`src/rtl/mandelbrot_pkg.sv`:
```
// -----------------------------------------------------------------------------
// mandelbrot_pkg
// Shared definitions for the Mandelbrot frame sequencer and its FIFO:
//   - default coordinate / iteration-count widths (match the engine)
//   - signed coordinate typedef at the default width
//   - sequencer state enum
//   - cnt_width(): counter width for a range of n values (never below 1 bit)
// -----------------------------------------------------------------------------
package mandelbrot_pkg;

   localparam int DEF_BITWIDTH = 11;
   localparam int DEF_CTRWIDTH = 7;
   localparam int DEF_COLS     = 80;
   localparam int DEF_ROWS     = 60;

   typedef logic signed [DEF_BITWIDTH-1:0] coord_t;

   typedef enum logic [2:0] {
      ST_IDLE,
      ST_LAUNCH,
      ST_WAIT,
      ST_DRAIN,
      ST_ABORT_WAIT
   } seq_state_e;

   function automatic int cnt_width(input int n);
      return (n > 1) ? $clog2(n) : 1;
   endfunction

endpackage

```
`src/rtl/pixel_fifo2.sv`:
```
// -----------------------------------------------------------------------------
// pixel_fifo2
// Two-entry FIFO with a registered head. A push into an empty FIFO shows up
// on valid/head the following cycle. Push and pop may coincide at any
// occupancy; the producer guarantees it never pushes into a full FIFO that
// is not being popped in the same cycle. flush empties the FIFO and wins
// over push/pop.
//
// Ports:
//   clk, reset          clock, synchronous active-high reset
//   push, push_data     write one entry
//   pop                 consumer takes the head (ignored while empty)
//   flush               discard all entries
//   valid, head         head entry present / head entry contents
// -----------------------------------------------------------------------------
module pixel_fifo2 #(
   parameter int WIDTH = 8
) (
   input  logic             clk,
   input  logic             reset,
   input  logic             push,
   input  logic [WIDTH-1:0] push_data,
   input  logic             pop,
   input  logic             flush,
   output logic             valid,
   output logic [WIDTH-1:0] head
);

   logic [WIDTH-1:0] tail;
   logic [1:0]       count;
   logic             pop_q;

   assign valid = (count != 2'd0);
   assign pop_q = pop && valid;

   always_ff @(posedge clk) begin
      if (reset) begin
         count <= 2'd0;
         head  <= '0;
         tail  <= '0;
      end else if (flush) begin
         count <= 2'd0;
      end else begin
         unique case ({push, pop_q})
            2'b10: begin
               if (count == 2'd0) head <= push_data;
               else               tail <= push_data;
               count <= count + 2'd1;
            end
            2'b01: begin
               // head keeps its stale value when the last entry leaves
               if (count == 2'd2) head <= tail;
               count <= count - 2'd1;
            end
            2'b11: begin
               // occupancy unchanged; new data goes behind whatever remains
               if (count == 2'd1) begin
                  head <= push_data;
               end else begin
                  head <= tail;
                  tail <= push_data;
               end
            end
            default: ;
         endcase
      end
   end

   // slot reservation upstream must make an overflowing push impossible
   always_ff @(posedge clk) begin
      if (!reset && !flush)
         assert (!(push && !pop_q && count == 2'd2));
   end

endmodule

```
`src/rtl/mandelbrot_frame_sequencer.sv`:
```
// -----------------------------------------------------------------------------
// mandelbrot_frame_sequencer
// Walks a COLS x ROWS pixel grid, launching one engine run per pixel with its
// cr/ci coordinate, and queues iteration counts in a 2-entry FIFO drained by
// the framebuffer writer over a valid/ready handshake.
//
// Ports:
//   clk, reset                 clock, synchronous active-high reset
//   start                      begin a frame (honoured in IDLE only)
//   abort                      cancel the frame (honoured outside IDLE)
//   cr_start, ci_start         coordinate of pixel (0,0), latched on start
//   cr_step, ci_step           per-column / per-row increments, latched on start
//   eng_run                    one-cycle engine launch
//   eng_cr, eng_ci             coordinate of the in-flight pixel
//   eng_done, eng_ctr          engine result strobe and iteration count
//   pix_valid/data/last/ready  FIFO head handshake to the framebuffer writer
//   busy                       frame in progress
//   frame_done                 pulse when the last pixel of the frame is popped
// -----------------------------------------------------------------------------
module mandelbrot_frame_sequencer
   import mandelbrot_pkg::*;
#(
   parameter int BITWIDTH = DEF_BITWIDTH,
   parameter int CTRWIDTH = DEF_CTRWIDTH,
   parameter int COLS     = DEF_COLS,
   parameter int ROWS     = DEF_ROWS
) (
   input  logic                       clk,
   input  logic                       reset,
   input  logic                       start,
   input  logic                       abort,
   input  logic signed [BITWIDTH-1:0] cr_start,
   input  logic signed [BITWIDTH-1:0] ci_start,
   input  logic signed [BITWIDTH-1:0] cr_step,
   input  logic signed [BITWIDTH-1:0] ci_step,
   output logic                       eng_run,
   output logic signed [BITWIDTH-1:0] eng_cr,
   output logic signed [BITWIDTH-1:0] eng_ci,
   input  logic                       eng_done,
   input  logic [CTRWIDTH-1:0]        eng_ctr,
   output logic                       pix_valid,
   output logic [CTRWIDTH-1:0]        pix_data,
   output logic                       pix_last,
   input  logic                       pix_ready,
   output logic                       busy,
   output logic                       frame_done
);

   localparam int CW = cnt_width(COLS);
   localparam int RW = cnt_width(ROWS);
   localparam logic [CW-1:0] COL_LAST = CW'(COLS - 1);
   localparam logic [RW-1:0] ROW_LAST = RW'(ROWS - 1);

   seq_state_e state, state_nxt;

   // reserved (engine in flight) plus occupied FIFO entries, 0..2
   logic [1:0] slots, slots_nxt;

   logic signed [BITWIDTH-1:0] cr_start_q, cr_step_q, ci_step_q;
   logic [CW-1:0]              col;
   logic [RW-1:0]              row;

   logic                is_last;
   logic                pop, push, flush, load, advance;
   logic [CTRWIDTH:0]   fifo_head;

   assign is_last = (col == COL_LAST) && (row == ROW_LAST);
   assign pop     = pix_valid && pix_ready;
   assign busy    = (state != ST_IDLE);

   // ---------------------------------------------------------------- FSM
   always_ff @(posedge clk) begin
      if (reset) begin
         state <= ST_IDLE;
         slots <= 2'd0;
      end else begin
         state <= state_nxt;
         slots <= slots_nxt;
      end
   end

   always_comb begin
      state_nxt  = state;
      eng_run    = 1'b0;
      push       = 1'b0;
      flush      = 1'b0;
      load       = 1'b0;
      advance    = 1'b0;
      frame_done = 1'b0;
      unique case (state)
         ST_IDLE: begin
            if (start) begin
               load      = 1'b1;
               state_nxt = ST_LAUNCH;
            end
         end
         ST_LAUNCH: begin
            if (abort) begin
               flush     = 1'b1;
               state_nxt = ST_IDLE;
            end else if (slots != 2'd2) begin
               eng_run   = 1'b1;
               state_nxt = ST_WAIT;
            end
         end
         ST_WAIT: begin
            if (abort) begin
               flush = 1'b1;
               // a result landing in the abort cycle is already the one
               // being discarded, so there is nothing left to wait for
               state_nxt = eng_done ? ST_IDLE : ST_ABORT_WAIT;
            end else if (eng_done) begin
               push = 1'b1;
               if (is_last) begin
                  state_nxt = ST_DRAIN;
               end else begin
                  advance   = 1'b1;
                  state_nxt = ST_LAUNCH;
               end
            end
         end
         ST_DRAIN: begin
            if (abort) begin
               flush     = 1'b1;
               state_nxt = ST_IDLE;
            end else if (pop && pix_last) begin
               frame_done = 1'b1;
               state_nxt  = ST_IDLE;
            end
         end
         ST_ABORT_WAIT: begin
            if (eng_done) state_nxt = ST_IDLE;
         end
         default: state_nxt = ST_IDLE;
      endcase
   end

   // launch reserves a slot, pop frees one; both together cancel out
   always_comb begin
      slots_nxt = slots;
      if (flush)                slots_nxt = 2'd0;
      else if (eng_run && !pop) slots_nxt = slots + 2'd1;
      else if (!eng_run && pop) slots_nxt = slots - 2'd1;
   end

   // ------------------------------------------------- coordinate walker
   // Coordinates wrap modulo 2^BITWIDTH by plain two's-complement addition.
   always_ff @(posedge clk) begin
      if (reset) begin
         eng_cr     <= '0;
         eng_ci     <= '0;
         cr_start_q <= '0;
         cr_step_q  <= '0;
         ci_step_q  <= '0;
         col        <= '0;
         row        <= '0;
      end else if (load) begin
         eng_cr     <= cr_start;
         eng_ci     <= ci_start;
         cr_start_q <= cr_start;
         cr_step_q  <= cr_step;
         ci_step_q  <= ci_step;
         col        <= '0;
         row        <= '0;
      end else if (advance) begin
         if (col != COL_LAST) begin
            col    <= col + CW'(1);
            eng_cr <= eng_cr + cr_step_q;
         end else begin
            col    <= '0;
            row    <= row + RW'(1);
            eng_cr <= cr_start_q;
            eng_ci <= eng_ci + ci_step_q;
         end
      end
   end

   // ------------------------------------------------------- result FIFO
   pixel_fifo2 #(
      .WIDTH(CTRWIDTH + 1)
   ) u_fifo (
      .clk      (clk),
      .reset    (reset),
      .push     (push),
      .push_data({eng_ctr, is_last}),
      .pop      (pop),
      .flush    (flush),
      .valid    (pix_valid),
      .head     (fifo_head)
   );

   assign pix_data = fifo_head[CTRWIDTH:1];
   assign pix_last = fifo_head[0];

endmodule

```
`config.mk`:
```
export PLATFORM = sky130hd
export DESIGN_NAME = mandelbrot_frame_sequencer
export DESIGN_NICKNAME = d
export VERILOG_FILES = /design/src/rtl/mandelbrot_pkg.sv /design/src/rtl/pixel_fifo2.sv /design/src/rtl/mandelbrot_frame_sequencer.sv
export SDC_FILE = /design/constraint.sdc
export NUM_CORES = 1
export LEC_CHECK = 0
export CORE_ASPECT_RATIO = 1.75
export CORE_UTILIZATION = 30
export CTS_CLUSTER_DIAMETER = 120
export DETAILED_ROUTE_END_ITERATION = 8
export SLEW_MARGIN = 20
export SYNTH_ARGS = -nofsm -noshare
export SYNTH_HDL_FRONTEND = slang
export SYNTH_SLANG_ARGS = --single-unit
```
`constraint.sdc`:
```
create_clock -name clk -period 2.62 [get_ports clk]
set_input_delay 0.786 -clock clk [delete_from_list [all_inputs] [get_ports clk]]
set_output_delay 0.786 -clock clk [all_outputs]
set_load 0.01 [all_outputs]
```
# == Word-level counts from Yosys, hierarchy flattened ==
# Index checks and enable logic that the tools add are counted.
# W data, S select, Z words.
# word_totals
regBits,91
inputBits,57
output_inout_bits,34
wordCells,115
# op_classes
n_addsub,8
eq_ne,23
mux,45
bitwise_logic,2
n_reduce_logical,25
# ops
cell,n
$mux W11,6
$mux W8,5
$mux W3,9
$pmux W8 S3,1
$add A11 B11 Y11,2
$mux W1,17
$pmux W8 S2,1
$pmux W3 S5,1
$ne A2 B2 Y1 const B,6
$reduce_bool A2 Y1,5
$ne A3 B3 Y1 const B,3
$reduce_and A4 Y1,2
$add A7 B1 Y7 const B,1
$eq A7 B7 Y1 const B,1
$mux W7,1
$ne A7 B7 Y1 const B,1
$add A6 B1 Y6 const B,1
$eq A2 B2 Y1 const B,3
$eq A3 B2 Y1 const B,2
$eq A6 B6 Y1 const B,1
$logic_and A1 B1 Y1,6
$mux W2,3
$reduce_bool A3 Y1,2
$reduce_and A5 Y1,1
other kinds (14),22

# == Longest topological paths before layout ==
# logic_depth
depth_word,8
mapped_depth,10
ltp_nobuf,10

# == Hierarchy ==
# From an unflattened synthesis, not the netlist that was laid out.
# unflattened
cells_unflattened,590
area_unflattened_um2,4885.9
# modules_own_cells
module,instances,cells_each,area_per_inst_um2,seq_area_each_um2
mandelbrot_frame_sequencer,1,503,3960.0,1461.4
pixel_fifo2,1,87,925.9,360.3

# == Least setup slack after synthesis ==
# OpenSTA, ideal clock, no wires.
# synth_timing
path_type,input to register
from,input port pix_ready
to,register u_fifo.head[6]
setup_ns,0.086
arrival_ns,2.367
required_time_ns,2.534
slack_ns,0.168
stages,7
path_buffers,1
cell_sequence,nor2b_1 inv_1 ha_1 a2111oi_4 buf_2 nor2_1 a211oi_1
# synth_via
elab_chain_cells,5
word_cells_on_any_way,10
classes_between,5 x eq/ne; 1 x mux; 4 x reduce/logical
# synth_lines
item,line,source
from (decl),mandelbrot_frame_sequencer.sv:44,"input logic pix_ready,"
$logic_and A1 B1 Y1 *,mandelbrot_frame_sequencer.sv:68,assign pop = pix_valid && pix_ready;
$logic_and A1 B1 Y1 *,pixel_fifo2.sv:34,assign pop_q = pop && valid;
$eq A2 B1 Y1 / $eq A2 B2 Y1 (equally long branches),pixel_fifo2.sv:44,"unique case ({push, pop_q})"
$ne A2 B1 Y1 (no source line) / $reduce_bool A3 Y1 (equally long branches),n/a,
$reduce_and A4 Y1 (no source line),n/a,
to (signal assigned),pixel_fifo2.sv:46,if (count == 2'd0) head <= push_data;
to (signal assigned),pixel_fifo2.sv:52,if (count == 2'd2) head <= tail;
to (signal assigned),pixel_fifo2.sv:58,head <= push_data;
to (decl),pixel_fifo2.sv:26,output logic [WIDTH-1:0] head
# Every way passes the cells marked *; elsewhere a longest branch is shown, timed or not.
# A chain may end at the register's enable or synchronous reset.

# == Worst setup path after layout ==
# layout_timing
from,input port pix_ready
to,output port frame_done
# layout_via
elab_chain_cells,5
# layout_lines
item,line,source
$logic_and A1 B1 Y1,mandelbrot_frame_sequencer.sv:68,
$logic_and A1 B1 Y1,mandelbrot_frame_sequencer.sv:126,end else if (pop && pix_last) begin
$mux W1,mandelbrot_frame_sequencer.sv:126,
$mux W1,mandelbrot_frame_sequencer.sv:123,if (abort) begin
$mux W1,mandelbrot_frame_sequencer.sv:90,unique case (state)
to (decl),mandelbrot_frame_sequencer.sv:46,output logic frame_done
# No other way between the ends.

==> flow_metrics.py <==
metrics = {
    "critical_path": {
        "path_depth": 4,
        "slowest_stage": "clkdlybuf4s50_1",
        "critPathKind": "in -> out",
        "cp-end-kind": "output port",
        "r2r_cells": 9,
        "slowest_delay_ps": 460,
        "cp_data_required_time_ps": 1830,
        "cp_max_fo": 2,
        "start_kind": "primary input",
        "crit_path_cell_trace": "clkdlybuf4s50_1 > nor2b_2 > and4_2 > buf_2",
        "crit_family": "buffers and inverters",
        "crit_buf_inv": 2,
        "crit_arrival_ps": 1780,
    },
    "routing": {
        "routed_wl_um": 13810,
        "vias": 4633,
        "post-route-drc-count": 0,
        "drt_iter0_markers": 98,
        "drtPass1Iterations": 6,
        "via_per_inst": 5.182,
        "ant_nets": 0,
        "wire_per_inst_um": 15.44,
    },
    "timing": {
        "setup_viol": 0,
        "setup_tns_ps": 0,
        "maxSlewHeadroom_pct": 59.22,
        "hold_viol": 0,
        "min_period_ps": 2565,
        "maxSlewViolCount": 0,
        "timing.final.crit_share_pct": 97.89,
        "skew_ps": 6.839,
        "worstMarginPinSlew_ps": 610.5,
        "max_freq_ghz": 0.3899,
        "worst_slack_ps": 55.18,
        "rsz0062_at_grt": "no",
    },
    "placed_design": {
        "dp_cells": 878,
        "portBuffers": 90,
        "gp_congestion": 0.8303,
        "placed_area_sq_um": 6231,
        "dp_hpwl_um": 10340,
        "place_ws_ps": -461.6,
    },
    "synth": {
        "ys_top_cells_by_area": "dfxtp_1 38%, ha_1 7.7%, nand2_1 7.6%",
        "ys_types": 57,
        "dominantRegCellSynth": "dfxtp_1",
        "async_flop_share_pct": 0,
        "avgSynthCellArea_sq_um": 8.258,
        "synthDominantCellAreaShare_pct": 37.52,
        "syn-cell-area_sq_um": 4856,
        "synth_edf_count": 0,
        "netlist_instances": 588,
        "ys_seq_elements": 91,
        "ys_warn_count": 0,
        "synthMostInstantiatedCell": "nand2_1",
        "syn_nets": 677,
        "synth_top_cell_by_area": "dfxtp_1",
        "ys_top_cells_by_count": "98 x nand2_1, 91 x dfxtp_1, 73 x nor2_1",
        "yosysSeqAreaShare_pct": 37.52,
    },
    "clock_network": {
        "cts_htree_levels": 3,
        "clkTransAtPathRegs_ps": 70,
        "cts.sinks": 91,
        "post_cts_buffers": 0,
        "root_buffer": "clkbuf_16",
        "clk_latency_ps": 340,
        "postCtsHoldBufs": 0,
        "clockBufferDepth": 2,
        "cts_tree": "yes",
        "cts_buffers": 9,
    },
    "power_and_ir_drop": {
        "power_density_nw_per_um2": 575.1,
        "leakage_nw": 2.581,
        "p_total_mw": 3.775,
        "vdd_ir_drop_max_uv": 316.0,
    },
    "die": {
        "rows": 61,
        "die_height_um": 170.3,
        "die_area_sq_um": 16720,
        "initial_core_util_pct": 30.59,
        "core_sq_um": 15880,
        "die_w_um": 98.18,
        "io_pins": 91,
    },
    "global_routing": {
        "grt_start_max_net_pins": 25,
        "grt_pass1_vias": 4814,
        "grt_usage_pct": 17.12,
        "grt_antenna_before_repair": 0,
        "overflow": 0,
        "grt_pass1_wl_um": 22830,
    },
    "run": {
        "maxCapViolCount": 0,
    },
    "final_layout": {
        "finalInstanceArea_sq_um": 6564,
        "fin_cells": 894,
        "drive_gt1_share_pct": 11.06,
        "diodes": 0,
        "syn_to_final_growth_pct": 35.17,
        "nNetsFinal": 789,
    },
    "worst_hold_path": {
        "hp-class": "reg -> reg",
        "whs_path_depth": 2,
    },
    "status": {
        "status": "complete, no violations",
    },
}
==> registers in the layout, indices dropped and copies added, names as in the netlist <==
name,count
u_fifo.head,8
eng_cr,11
u_fifo.tail,8
cr_step_q,11
state,3
ci_step_q,11
cr_start_q,11
eng_ci,11
u_fifo.count,2
row,6
col,7
slots,2
==> repair_timing <==
item                                    CTS  global route
pin swaps                                 0             0
resized for setup                         8             3
gates cloned                              0             0
endpoints found under the setup margin    3             3
==> worst reg2reg max path, delay by kind of cell, from the launching register on <==
family	cells	cell delay [ps]
AOI/OAI and AO/OA	2	550
and+or+nand+nor	2	170
buffers and inverters	1	170
DFF	1	330
muxes	2	480
adders and majority gates	2	680
==> per-layer routing <==
metal / up-vias / GRT usage [%] / wire [um] / part of all wire (%)
li1: 2306 / - / - / -
met1: 2197 / 17.76 / 5447 / 39
met2: 106 / 32.88 / 7394 / 54
met3: 24 / 3.285 / 592 / 4.3
met4: 0 / 7.528 / 373 / 2.7
met5: - / 0 / 0 / 0
==> cell usage in the layout, fill, tap and decap left out, types with 3 or more instances in the layout <==
cell and count:
clkdlybuf4s50_1 86, a211oi_1 20, o211a_1 3, a31oi_1 5, nand2_1 98, clkbuf_16 9, a21oi_1 54, o22ai_1 3
o21ai_0 27, nor2b_1 4, mux2i_1 16, xnor2_1 13, nor3_1 8, xor2_1 17, a22oi_1 10, dfxtp_1 90
and3_1 5, inv_1 11, ha_1 30, nand2b_1 3, a21o_1 5, nor2_1 73, nand4_1 4, nand3_1 6
o21a_1 5, buf_12 5, o21bai_1 3, buf_4 34, o211ai_1 4
==> cells by family (layout without fill, tap and decap cells) <==
logic type,after synthesis,count (layout),share of synthesized area [%]
DFF,91,91,37.52
adders and majority gates,32,32,8.555
AOI/OAI and AO/OA,158,158,21.23
xor gates and xnor gates,30,30,5.411
and+or+nand+nor,221,221,20.56
buffers and inverters,40,157,3.427
muxes,16,16,3.298
==> stage by stage <==
| stage | hold slack (ps) | utilization (%) |
|---|---|---|
| 2_1_floorplan | 430.7 | - |
| 3_3_place_gp | 438.9 | 39.25 |
| 3_5_place_dp | 447.3 | 39.25 |
| 4_1_cts | 452.2 | 41.30 |
| 5_1_grt | 469.4 | 41.35 |
| 6_report | 455.2 | 41.35 |
==> final timing paths <==
| kind | startpoint | to | slack (ps) |
|---|---|---|---|
| min reg2reg | cr_start_q[5]$_SDFFE_PP0P_ | eng_cr[5]$_SDFFE_PP0P_ | 460 |
| min | cr_start_q[5]$_SDFFE_PP0P_ | eng_cr[5]$_SDFFE_PP0P_ | 460 |
| max | pix_ready | frame_done | 60 |
| max reg2reg | eng_ci[0]$_SDFFE_PP0P_ | eng_ci[10]$_SDFFE_PP0P_ | 130 |
==> cell type report <==
class	count	area, sq um
multi-input cells	457	2890
clock buffers	9	225.2
repair buffers	129	1244
fillers	1629	9311
clock inverters	7	98.84
well taps	189	236.5
inverters	12	46.29
flip-flops and latches	91	1823
==> where the power goes <==
group          switching, mW  internal (mW)  total, mW
clock network          0.586          0.843       1.43
logic                  0.390          0.405      0.795
registers             0.0740           1.48       1.55
total                   1.05           2.72       3.77
No activity file was read; power rests on OpenSTA's default activity.
